## src/rtl/da_pkg.sv

```systemverilog
// -----------------------------------------------------------------------------
// da_pkg
//   Shared definitions for the three-input distributed-arithmetic MAC.
//   ROM_ADDR_W : one address bit per input sample (x0 -> bit 0 ... x2 -> bit 2)
//   ROM_DATA_W : ROM word width. It holds any sum of three 4-bit signed weights.
//   COEFF_W    : width of each signed coefficient
//   state_t    : MAC sequencer state, 2-bit encoding
// -----------------------------------------------------------------------------
package da_pkg;

  localparam int ROM_ADDR_W = 3;
  localparam int ROM_DATA_W = 6;
  localparam int COEFF_W    = 4;

  typedef enum logic [1:0] {
    IDLE  = 2'd0,
    SHIFT = 2'd1,
    DONE  = 2'd2
  } state_t;

  // Converts an integer weight to a sign-extended ROM-width value.
  // Weights lie in [-8, 7], so the conversion is exact.
  function automatic logic signed [ROM_DATA_W-1:0] coeff_to_word(input int c);
    logic signed [COEFF_W-1:0] narrow;
    narrow = COEFF_W'(c);
    return {{(ROM_DATA_W-COEFF_W){narrow[COEFF_W-1]}}, narrow};
  endfunction

endpackage

```

## src/rtl/da_rom_3.sv

```systemverilog
// -----------------------------------------------------------------------------
// da_rom_3
//   Combinational three-input DA ROM. For address bit pattern {b2,b1,b0} it
//   returns b0*COEFFICIENT_0 + b1*COEFFICIENT_1 + b2*COEFFICIENT_2.
//   Ports:
//     addr  in  ROM_ADDR_W  bit-slice {x2[k], x1[k], x0[k]}
//     data  out ROM_DATA_W  signed partial-sum word
//   Parameters:
//     COEFFICIENT_0..2  signed 4-bit weights (integer values in [-8, 7])
// -----------------------------------------------------------------------------
module da_rom_3
  import da_pkg::*;
#(
  parameter int COEFFICIENT_0 = 1,
  parameter int COEFFICIENT_1 = 1,
  parameter int COEFFICIENT_2 = 1
) (
  input  logic        [ROM_ADDR_W-1:0] addr,
  output logic signed [ROM_DATA_W-1:0] data
);

  localparam logic signed [ROM_DATA_W-1:0] W0 = coeff_to_word(COEFFICIENT_0);
  localparam logic signed [ROM_DATA_W-1:0] W1 = coeff_to_word(COEFFICIENT_1);
  localparam logic signed [ROM_DATA_W-1:0] W2 = coeff_to_word(COEFFICIENT_2);

  // The largest magnitude is 3 * 8 = 24, so the 6-bit word never wraps.
  always_comb begin
    data = '0;
    if (addr[0]) data = data + W0;
    if (addr[1]) data = data + W1;
    if (addr[2]) data = data + W2;
  end

endmodule

```

## src/rtl/da_mac_3.sv

```systemverilog
// -----------------------------------------------------------------------------
// da_mac_3
//   Bit-serial distributed-arithmetic MAC computing
//     result = COEFFICIENT_0*x0 + COEFFICIENT_1*x1 + COEFFICIENT_2*x2
//   A sample set is taken in IDLE. The block then spends DATA_WIDTH cycles in
//   SHIFT, with one bit-slice per cycle, LSB first. It then holds the result in
//   DONE until that result is consumed.
//
//   Handshake: a transfer happens on a rising edge where valid and ready are
//   both high. in_ready is high only in IDLE and out_valid is high only in
//   DONE, so the two are never high together and jobs never overlap. Both
//   flags and result come directly from registers.
//
//   Ports:
//     clk        in   rising-edge clock
//     rst        in   asynchronous active-high reset
//     in_valid   in   x0..x2 valid
//     in_ready   out  block can accept a sample set (IDLE)
//     x0..x2     in   DATA_WIDTH signed samples (ROM address bits 0..2)
//     out_valid  out  result valid (DONE)
//     out_ready  in   downstream accepts result
//     result     out  OUT_WIDTH signed dot product
// -----------------------------------------------------------------------------
module da_mac_3
  import da_pkg::*;
#(
  parameter int DATA_WIDTH    = 4,
  parameter int OUT_WIDTH     = 10,
  parameter int COEFFICIENT_0 = 1,
  parameter int COEFFICIENT_1 = 1,
  parameter int COEFFICIENT_2 = 1
) (
  input  logic                  clk,
  input  logic                  rst,
  input  logic                  in_valid,
  output logic                  in_ready,
  input  logic [DATA_WIDTH-1:0] x0,
  input  logic [DATA_WIDTH-1:0] x1,
  input  logic [DATA_WIDTH-1:0] x2,
  output logic                  out_valid,
  input  logic                  out_ready,
  output logic [OUT_WIDTH-1:0]  result
);

  localparam int CNT_W = (DATA_WIDTH > 2) ? $clog2(DATA_WIDTH) : 1;
  localparam logic [CNT_W-1:0] LAST_CNT = CNT_W'(DATA_WIDTH - 1);

  state_t                       state;
  logic        [DATA_WIDTH-1:0] sr0, sr1, sr2;
  logic        [CNT_W-1:0]      cnt;
  logic signed [OUT_WIDTH-1:0]  acc;

  logic        [ROM_ADDR_W-1:0] rom_addr;
  logic signed [ROM_DATA_W-1:0] rom_data;
  logic signed [OUT_WIDTH-1:0]  rom_ext;
  logic signed [OUT_WIDTH-1:0]  term;
  logic signed [OUT_WIDTH-1:0]  acc_next;
  logic                         last_slice;

  // Bit-slice address: bit k of every sample, taken from the shift-register LSBs.
  assign rom_addr = {sr2[0], sr1[0], sr0[0]};

  da_rom_3 #(
    .COEFFICIENT_0 (COEFFICIENT_0),
    .COEFFICIENT_1 (COEFFICIENT_1),
    .COEFFICIENT_2 (COEFFICIENT_2)
  ) u_rom (
    .addr (rom_addr),
    .data (rom_data)
  );

  // The MSB slice has negative weight in two's complement, so it is
  // subtracted. The output width leaves headroom, so no saturation is needed.
  always_comb begin
    rom_ext    = {{(OUT_WIDTH-ROM_DATA_W){rom_data[ROM_DATA_W-1]}}, rom_data};
    term       = rom_ext <<< cnt;
    last_slice = (cnt == LAST_CNT);
    acc_next   = last_slice ? (acc - term) : (acc + term);
  end

  always_ff @(posedge clk or posedge rst) begin
    if (rst) begin
      state     <= IDLE;
      in_ready  <= 1'b1;
      out_valid <= 1'b0;
      result    <= '0;
      sr0       <= '0;
      sr1       <= '0;
      sr2       <= '0;
      cnt       <= '0;
      acc       <= '0;
    end else begin
      case (state)
        IDLE: begin
          // Samples are captured only on the accepting edge.
          if (in_valid) begin
            sr0      <= x0;
            sr1      <= x1;
            sr2      <= x2;
            acc      <= '0;
            cnt      <= '0;
            in_ready <= 1'b0;
            state    <= SHIFT;
          end
        end

        SHIFT: begin
          acc <= acc_next;
          sr0 <= sr0 >> 1;
          sr1 <= sr1 >> 1;
          sr2 <= sr2 >> 1;
          if (last_slice) begin
            cnt       <= '0;
            result    <= acc_next;
            out_valid <= 1'b1;
            state     <= DONE;
          end else begin
            cnt <= cnt + 1'b1;
          end
        end

        DONE: begin
          // result stays unchanged until downstream takes it.
          if (out_ready) begin
            out_valid <= 1'b0;
            in_ready  <= 1'b1;
            state     <= IDLE;
          end
        end

        default: begin
          out_valid <= 1'b0;
          in_ready  <= 1'b1;
          state     <= IDLE;
        end
      endcase
    end
  end

endmodule

```

## config.mk

```make
export PLATFORM = sky130hd
export DESIGN_NAME = da_mac_3
export DESIGN_NICKNAME = d
export VERILOG_FILES = /design/src/rtl/da_pkg.sv /design/src/rtl/da_rom_3.sv /design/src/rtl/da_mac_3.sv
export SDC_FILE = /design/constraint.sdc
export NUM_CORES = 1
export LEC_CHECK = 0
export ABC_AREA = 1
export CORE_MARGIN = 2
export CORE_UTILIZATION = 43
export DETAILED_ROUTE_END_ITERATION = 6
export RECOVER_POWER = 100
export SYNTH_ARGS = -nofsm -noshare
export SYNTH_HDL_FRONTEND = slang
export SYNTH_HIERARCHICAL = 1
export SYNTH_SLANG_ARGS = --single-unit
export TNS_END_PERCENT = 20
```

## constraint.sdc

```tcl
create_clock -name clk -period 6.3 [get_ports clk]
set_input_delay 0.63 -clock clk [delete_from_list [all_inputs] [get_ports clk]]
set_output_delay 0.63 -clock clk [all_outputs]
set_load 0.01 [all_outputs]
```

=== Word-level counts from Yosys, hierarchy flattened ===
Index checks and enable logic that the tools add are counted.
W data, S select, Z words.

* Output and inout port bits: 12
* Input port bits: 16
* Word-level logic and storage cells: 55
* Register bits: 38

* Bitwise operators: 2
* Reductions and logical operators: 7
* Shift operators: 1
* Equal/unequal tests: 6
* Add/subtract/negate cells: 5
* Mux-type cells: 25

{| class="wikitable"
|+ Operators with widths
! cell !! count
|-
| $pmux W4 S2 || 3
|-
| $mux W10 || 2
|-
| $pmux W10 S2 || 1
|-
| $mux W4 || 3
|-
| $mux W6 || 2
|-
| $add A10 B10 Y10 || 1
|-
| $mux W2 || 5
|-
| $sshl A6 B2 Y10 || 1
|-
| $sub A10 B10 Y10 || 1
|-
| $reduce_and A3 Y1 || 3
|-
| $add A6 B2 Y6 const B || 1
|-
| $ne A2 B2 Y1 const B || 3
|-
| $pmux W1 S3 || 2
|-
| $pmux W2 S3 || 1
|-
| $mux W1 || 5
|-
| $eq A2 B2 Y1 const B || 2
|-
| $pmux W2 S2 || 1
|-
| $reduce_and A2 Y1 || 2
|-
| $add A1 B1 Y2 const B || 1
|-
| $add A2 B1 Y2 const B || 1
|-
| $eq A2 B1 Y1 const B || 1
|-
| $logic_not A2 Y1 || 1
|-
| $not A1 Y1 || 2
|-
| $reduce_bool A2 Y1 || 1
|}

=== Longest topological paths before layout ===
* Depth in word-level cells: 9
* Mapped depth: 24
* Gate-level depth less buffers: 24

=== By module ===
The synthesis kept the hierarchy.

{| class="wikitable"
|+ By module, submodules not included
! module !! times used !! cells an instance !! area each (um2) !! seq. area each (um2)
|-
| da_mac_3 || 1 || 284 || 2259.7 || 952.2
|-
| da_rom_3 || 1 || 19 || 100.1 || 0.0
|}

=== Worst setup path before layout ===
No wires, ideal clock.

* Kind: reg-to-reg
* From: register sr0[0]
* To: register acc[6]
* Setup slack: 3.356 ns
* Data arrival time: 2.816 ns
* Path buffers: 0
* Stages on the path, launching flop included: 18
* Period minus slack after synthesis: 2.944 ns
* Setup time: 0.128 ns
* Data required time: 6.172 ns
* Path through: dfrtp_1 inv_1 ha_1 inv_1 nand2_1 nand2_1 nand2_1 nor2_1 inv_1 ha_1 nand2_1 o21ai_0 fa_1 o21ai_0 a21oi_1 o21ai_0 xor2_1 o21ai_0

* Longest elaborated chain between the ends: 9
* Elaborated cells between the ends (all ways): 10
* Those cells by class: 4 x add/sub; 1 x shift; 5 x mux

{| class="wikitable"
|+ Ends and longest elaborated chain
! item !! RTL line !! text
|-
| start, declared || da_mac_3.sv:49 || <nowiki>logic [DATA_WIDTH-1:0] sr0, sr1, sr2;</nowiki>
|-
| start signal, assigned || da_mac_3.sv:109 || <nowiki>sr0 <= sr0 >> 1;</nowiki>
|-
| $mux W1 (*) || da_rom_3.sv:29 || <nowiki>if (addr[0]) data = data + W0;</nowiki>
|-
| $add A1 B1 Y2 || da_rom_3.sv:30 || <nowiki>if (addr[1]) data = data + W1;</nowiki>
|-
| $mux W6 (*) || da_rom_3.sv:30 ||
|-
| $add A6 B2 Y6 || da_rom_3.sv:31 || <nowiki>if (addr[2]) data = data + W2;</nowiki>
|-
| $mux W6 (*) || da_rom_3.sv:31 ||
|-
| via rom_data[0] || da_mac_3.sv:54 || <nowiki>logic signed [ROM_DATA_W-1:0] rom_data;</nowiki>
|-
| $sshl A6 B2 Y10 (*) || da_mac_3.sv:76 || <nowiki>term = rom_ext <<< cnt;</nowiki>
|-
| $add A10 B10 Y10 / $sub A10 B10 Y10 (equally long branches) || da_mac_3.sv:78 || <nowiki>acc_next = last_slice ? (acc - term) : (acc + term);</nowiki>
|-
| $mux W10 (*) || da_mac_3.sv:78 ||
|-
| $pmux W10 S2 (*) || da_mac_3.sv:93 || <nowiki>case (state)</nowiki>
|-
| end signal, assigned || da_mac_3.sv:108 || <nowiki>acc <= acc_next;</nowiki>
|-
| end, declared || da_mac_3.sv:51 || <nowiki>logic signed [OUT_WIDTH-1:0] acc;</nowiki>
|}

Mark *: on every way through the listed nets, which the timed path passes. The rest lies on a longest branch.
A chain may end at the register's enable or synchronous reset.

=== Worst setup path after layout ===
* From: register sr0[0]
* To: register result[6]

* Longest elaborated chain between the ends: 8
* Elaborated cells between the ends (all ways): 9
* Those cells by class: 4 x add/sub; 1 x shift; 4 x mux

{| class="wikitable"
|+ Ends and longest elaborated chain
! item !! RTL line !! text
|-
| $mux W1 (*) || da_rom_3.sv:29 ||
|-
| $add A1 B1 Y2 || da_rom_3.sv:30 ||
|-
| $mux W6 (*) || da_rom_3.sv:30 ||
|-
| $add A6 B2 Y6 || da_rom_3.sv:31 ||
|-
| $mux W6 (*) || da_rom_3.sv:31 ||
|-
| via rom_data[0] || da_mac_3.sv:54 ||
|-
| $sshl A6 B2 Y10 (*) || da_mac_3.sv:76 ||
|-
| $add A10 B10 Y10 / $sub A10 B10 Y10 (equally long branches) || da_mac_3.sv:78 ||
|-
| $mux W10 (*) || da_mac_3.sv:78 ||
|-
| end signal, assigned || da_mac_3.sv:114 || <nowiki>result <= acc_next;</nowiki>
|-
| end, declared || da_mac_3.sv:42 || <nowiki>output logic [OUT_WIDTH-1:0] result</nowiki>
|}

Marks and branches as above.

==> impl_metrics.py <==
metrics = {
    "clock_network": {
        "clock_latency_ns": 0.29,
        "cts_htree_levels": 2,
        "cts-buffers-inserted": 5,
        "clock_path_buffers": 2,
        "cts_hold_buffers": 0,
        "cts.sinks": 38,
        "cts_tree": "done",
        "root_buffer": "clkbuf_8",
        "cts_setup_buffers": 0,
        "ctsResizeCount": 0,
        "path_clk_slew_ns": 0.08,
    },
    "place": {
        "dp_hpwl_mm": 3.802,
        "routabilityCongestion": 0.8669,
        "dp_worst_setup_slack_ns": 2.850,
        "port_buffers": 27,
    },
    "global_routing": {
        "grt_pass1_vias": 2056,
        "grt_use_met3_pct": 4.023,
        "antenna_found_initial": 0,
        "grt_usage_pct": 19.25,
        "grt_overflow": 0,
        "grt_max_degree": 39,
        "grt_use_met1_pct": 28.45,
        "grt_util_met2_pct": 28.62,
        "grt.busiest_layer": "met2",
        "grt_pass1_wl_mm": 9.508,
    },
    "yosys": {
        "synth_top_area_cell": "dfrtp_1",
        "yosysWarningCount": 6,
        "avgSynthCellArea_um2": 7.788,
        "yosysUniqueCellTypes": 32,
        "synthCells": 303,
        "async_reset_ff_share_pct": 100.0,
        "ys_ff_latch": 38,
        "netlist_area_um2": 2360,
        "synth-edff-count": 0,
        "yosysSeqAreaShare_pct": 40.35,
        "synth_top_area_share_pct": 39.24,
        "synth-main-ff-cell": "dfrtp_1",
        "synth_area_leaders": "dfrtp_1, nand2_1, o21ai_0",
    },
    "sta": {
        "clock_skew_ns": 0.01337,
        "finalCritPeriodShare_pct": 54.92,
        "fin_tns_setup_ns": 0,
        "rsz0062_at_grt": "no",
        "final-hold-violation-count": 0,
        "slew_headroom_pct": -39.61,
        "worst_slew_pin_slew_ns": 2.094,
        "post-route-min-period_ns": 3.460,
        "drv_slew": 39,
        "setup-violations-final": 0,
        "fin_ws_ns": 2.840,
        "holdWs_ns": 0.4837,
        "fmax_mhz": 289.0,
    },
    "worst_setup_path": {
        "endpoint_kind": "flop",
        "critPathLaunchType": "flop",
        "arrival_ns": 3.61,
        "worst-path-max-fanout": 3,
        "path_class": "flop to flop",
        "required_ns": 6.45,
    },
    "die": {
        "start_util_pct": 45.34,
        "die_w_um": 78.08,
        "rows": 26,
        "die_h_um": 78.08,
        "coreArea_um2": 5205,
        "ios": 28,
        "dieArea_um2": 6096,
    },
    "drt": {
        "vias": 2022,
        "drtIter0Drc": 89,
        "wl_per_cell_um": 13.04,
        "dr.pass1.iters": 4,
        "drc": 0,
        "antenna_left": 0,
        "vias_per_cell": 5.055,
        "totalWireLength_mm": 5.214,
    },
    "cells_and_area": {
        "drive_gt1_share_pct": 7.273,
        "area_growth_pct": 17.76,
        "layout.nets": 359,
        "antenna_cells": 0,
    },
    "run_status": {
        "run_status": "complete, but fails checks",
        "violations": "capacitance limit, slew limit",
    },
    "job": {
        "maxCapViolations": 1,
    },
    "min_path": {
        "min_path_type": "flop to flop",
    },
}
## registers in the layout, indices dropped and copies added (netlist names)
name	flops
acc	10
result	10
sr0	4
sr1	4
sr2	4
cnt	2
state	2
in_ready	1
out_valid	1
## final timing paths
check	slack [ns]	cells after the start	start	end
max	2.84	17	sr0[0]	result[6]
min	0.48	2	result[9]	result[9]
max reg2reg	2.84	17	sr0[0]	result[6]
min reg2reg	0.48	2	result[9]	result[9]
max in group asynchronous	3.57	3	rst	sr0[2]
min in group asynchronous	1.54	3	rst	result[5]
## per-layer routing
layer	share of wire (%)	vias up
met1	55	958
met4	0.94	0
li1	-	1039
met3	2.4	5
met2	41	20
met5	0	-
## cells by family (layout without fill, tap and decap cells)
logic type / Yosys count / after routing / synth area share [%]
DFF: 38 / 38 / 40.35
buffers and inverters: 41 / 66 / 7.158
and+or+nand+nor: 130 / 130 / 24.18
xor gates and xnor gates: 13 / 13 / 4.825
AOI/OAI and AO/OA: 66 / 66 / 15.59
adders and majority gates: 14 / 14 / 7.741
other: 1 / 3 / 0.1589
## Yosys cell counts, drive strengths merged, types with 2 or more instances
cell type / instances
o22ai: 2
inv: 30
a32o: 3
o21ai: 45
a21oi: 12
clkbuf: 5
ha: 13
buf: 6
nor2: 28
xnor2: 5
nand2: 80
nand3b: 3
xor2: 8
nand3: 16
dfrtp: 37
## stage by stage
| stage | util, % | std cells | area, um2 |
|---|---|---|---|
| 2_1_floorplan | - | 305 | 2367 |
| 3_3_place_gp | 51.42 | 392 | 2676 |
| 3_5_place_dp | 51.42 | 392 | 2676 |
| 4_1_cts | 53.65 | 400 | 2793 |
| 5_1_grt | 53.39 | 400 | 2779 |
| 6_report | 53.39 | 400 | 2779 |
## cells in the final DEF, fill, tap and decap left out, drive strengths merged
cell           Yosys  layout
dfstp              1       1
inv               30      30
a21o               1       1
o21bai             1       1
nor3               1       1
a31oi              1       1
nand4              1       1
xor2               8       8
o22ai              2       2
xnor2              5       5
nand3             16      16
o211ai             1       1
clkbuf             5       8
nor2              28      28
conb               1       3
dlygate4sd3        0      14
clkdlybuf4s50      0      13
dfrtp             37      37
nand3b             3       3
fa                 1       1
o21ai             45      45
a32o               3       3
bufinv             0       1
a21oi             12      12
or2                1       1
nand2             80      80
ha                13      13
## cell type report
cell class	count	area [um2]
fill	518	2426
multi-input combinational	226	1236
sequential	38	952.2
timing repair buffer	28	274.0
inverter	30	112.6
tap	70	87.58
clock buffer	7	86.33
clock inverter	1	30.03
## worst max-delay path: stages, from the launching register on
cell and delay, ns:
dfrtp_1 0.38, inv_1 0.05, ha_1 0.29, inv_1 0.07, nand2_1 0.05, nand2_1 0.08, nand2_1 0.10, nor2_1 0.16
inv_1 0.07, ha_1 0.26, nand2_1 0.07, o21ai_0 0.17, fa_1 0.47, o21ai_0 0.39, a21oi_1 0.13, o21ai_0 0.21
xor2_1 0.25, o21ai_0 0.11
Power is not shown: default switching activity piles up to over one toggle a cycle in this logic, so the estimate is an artifact.
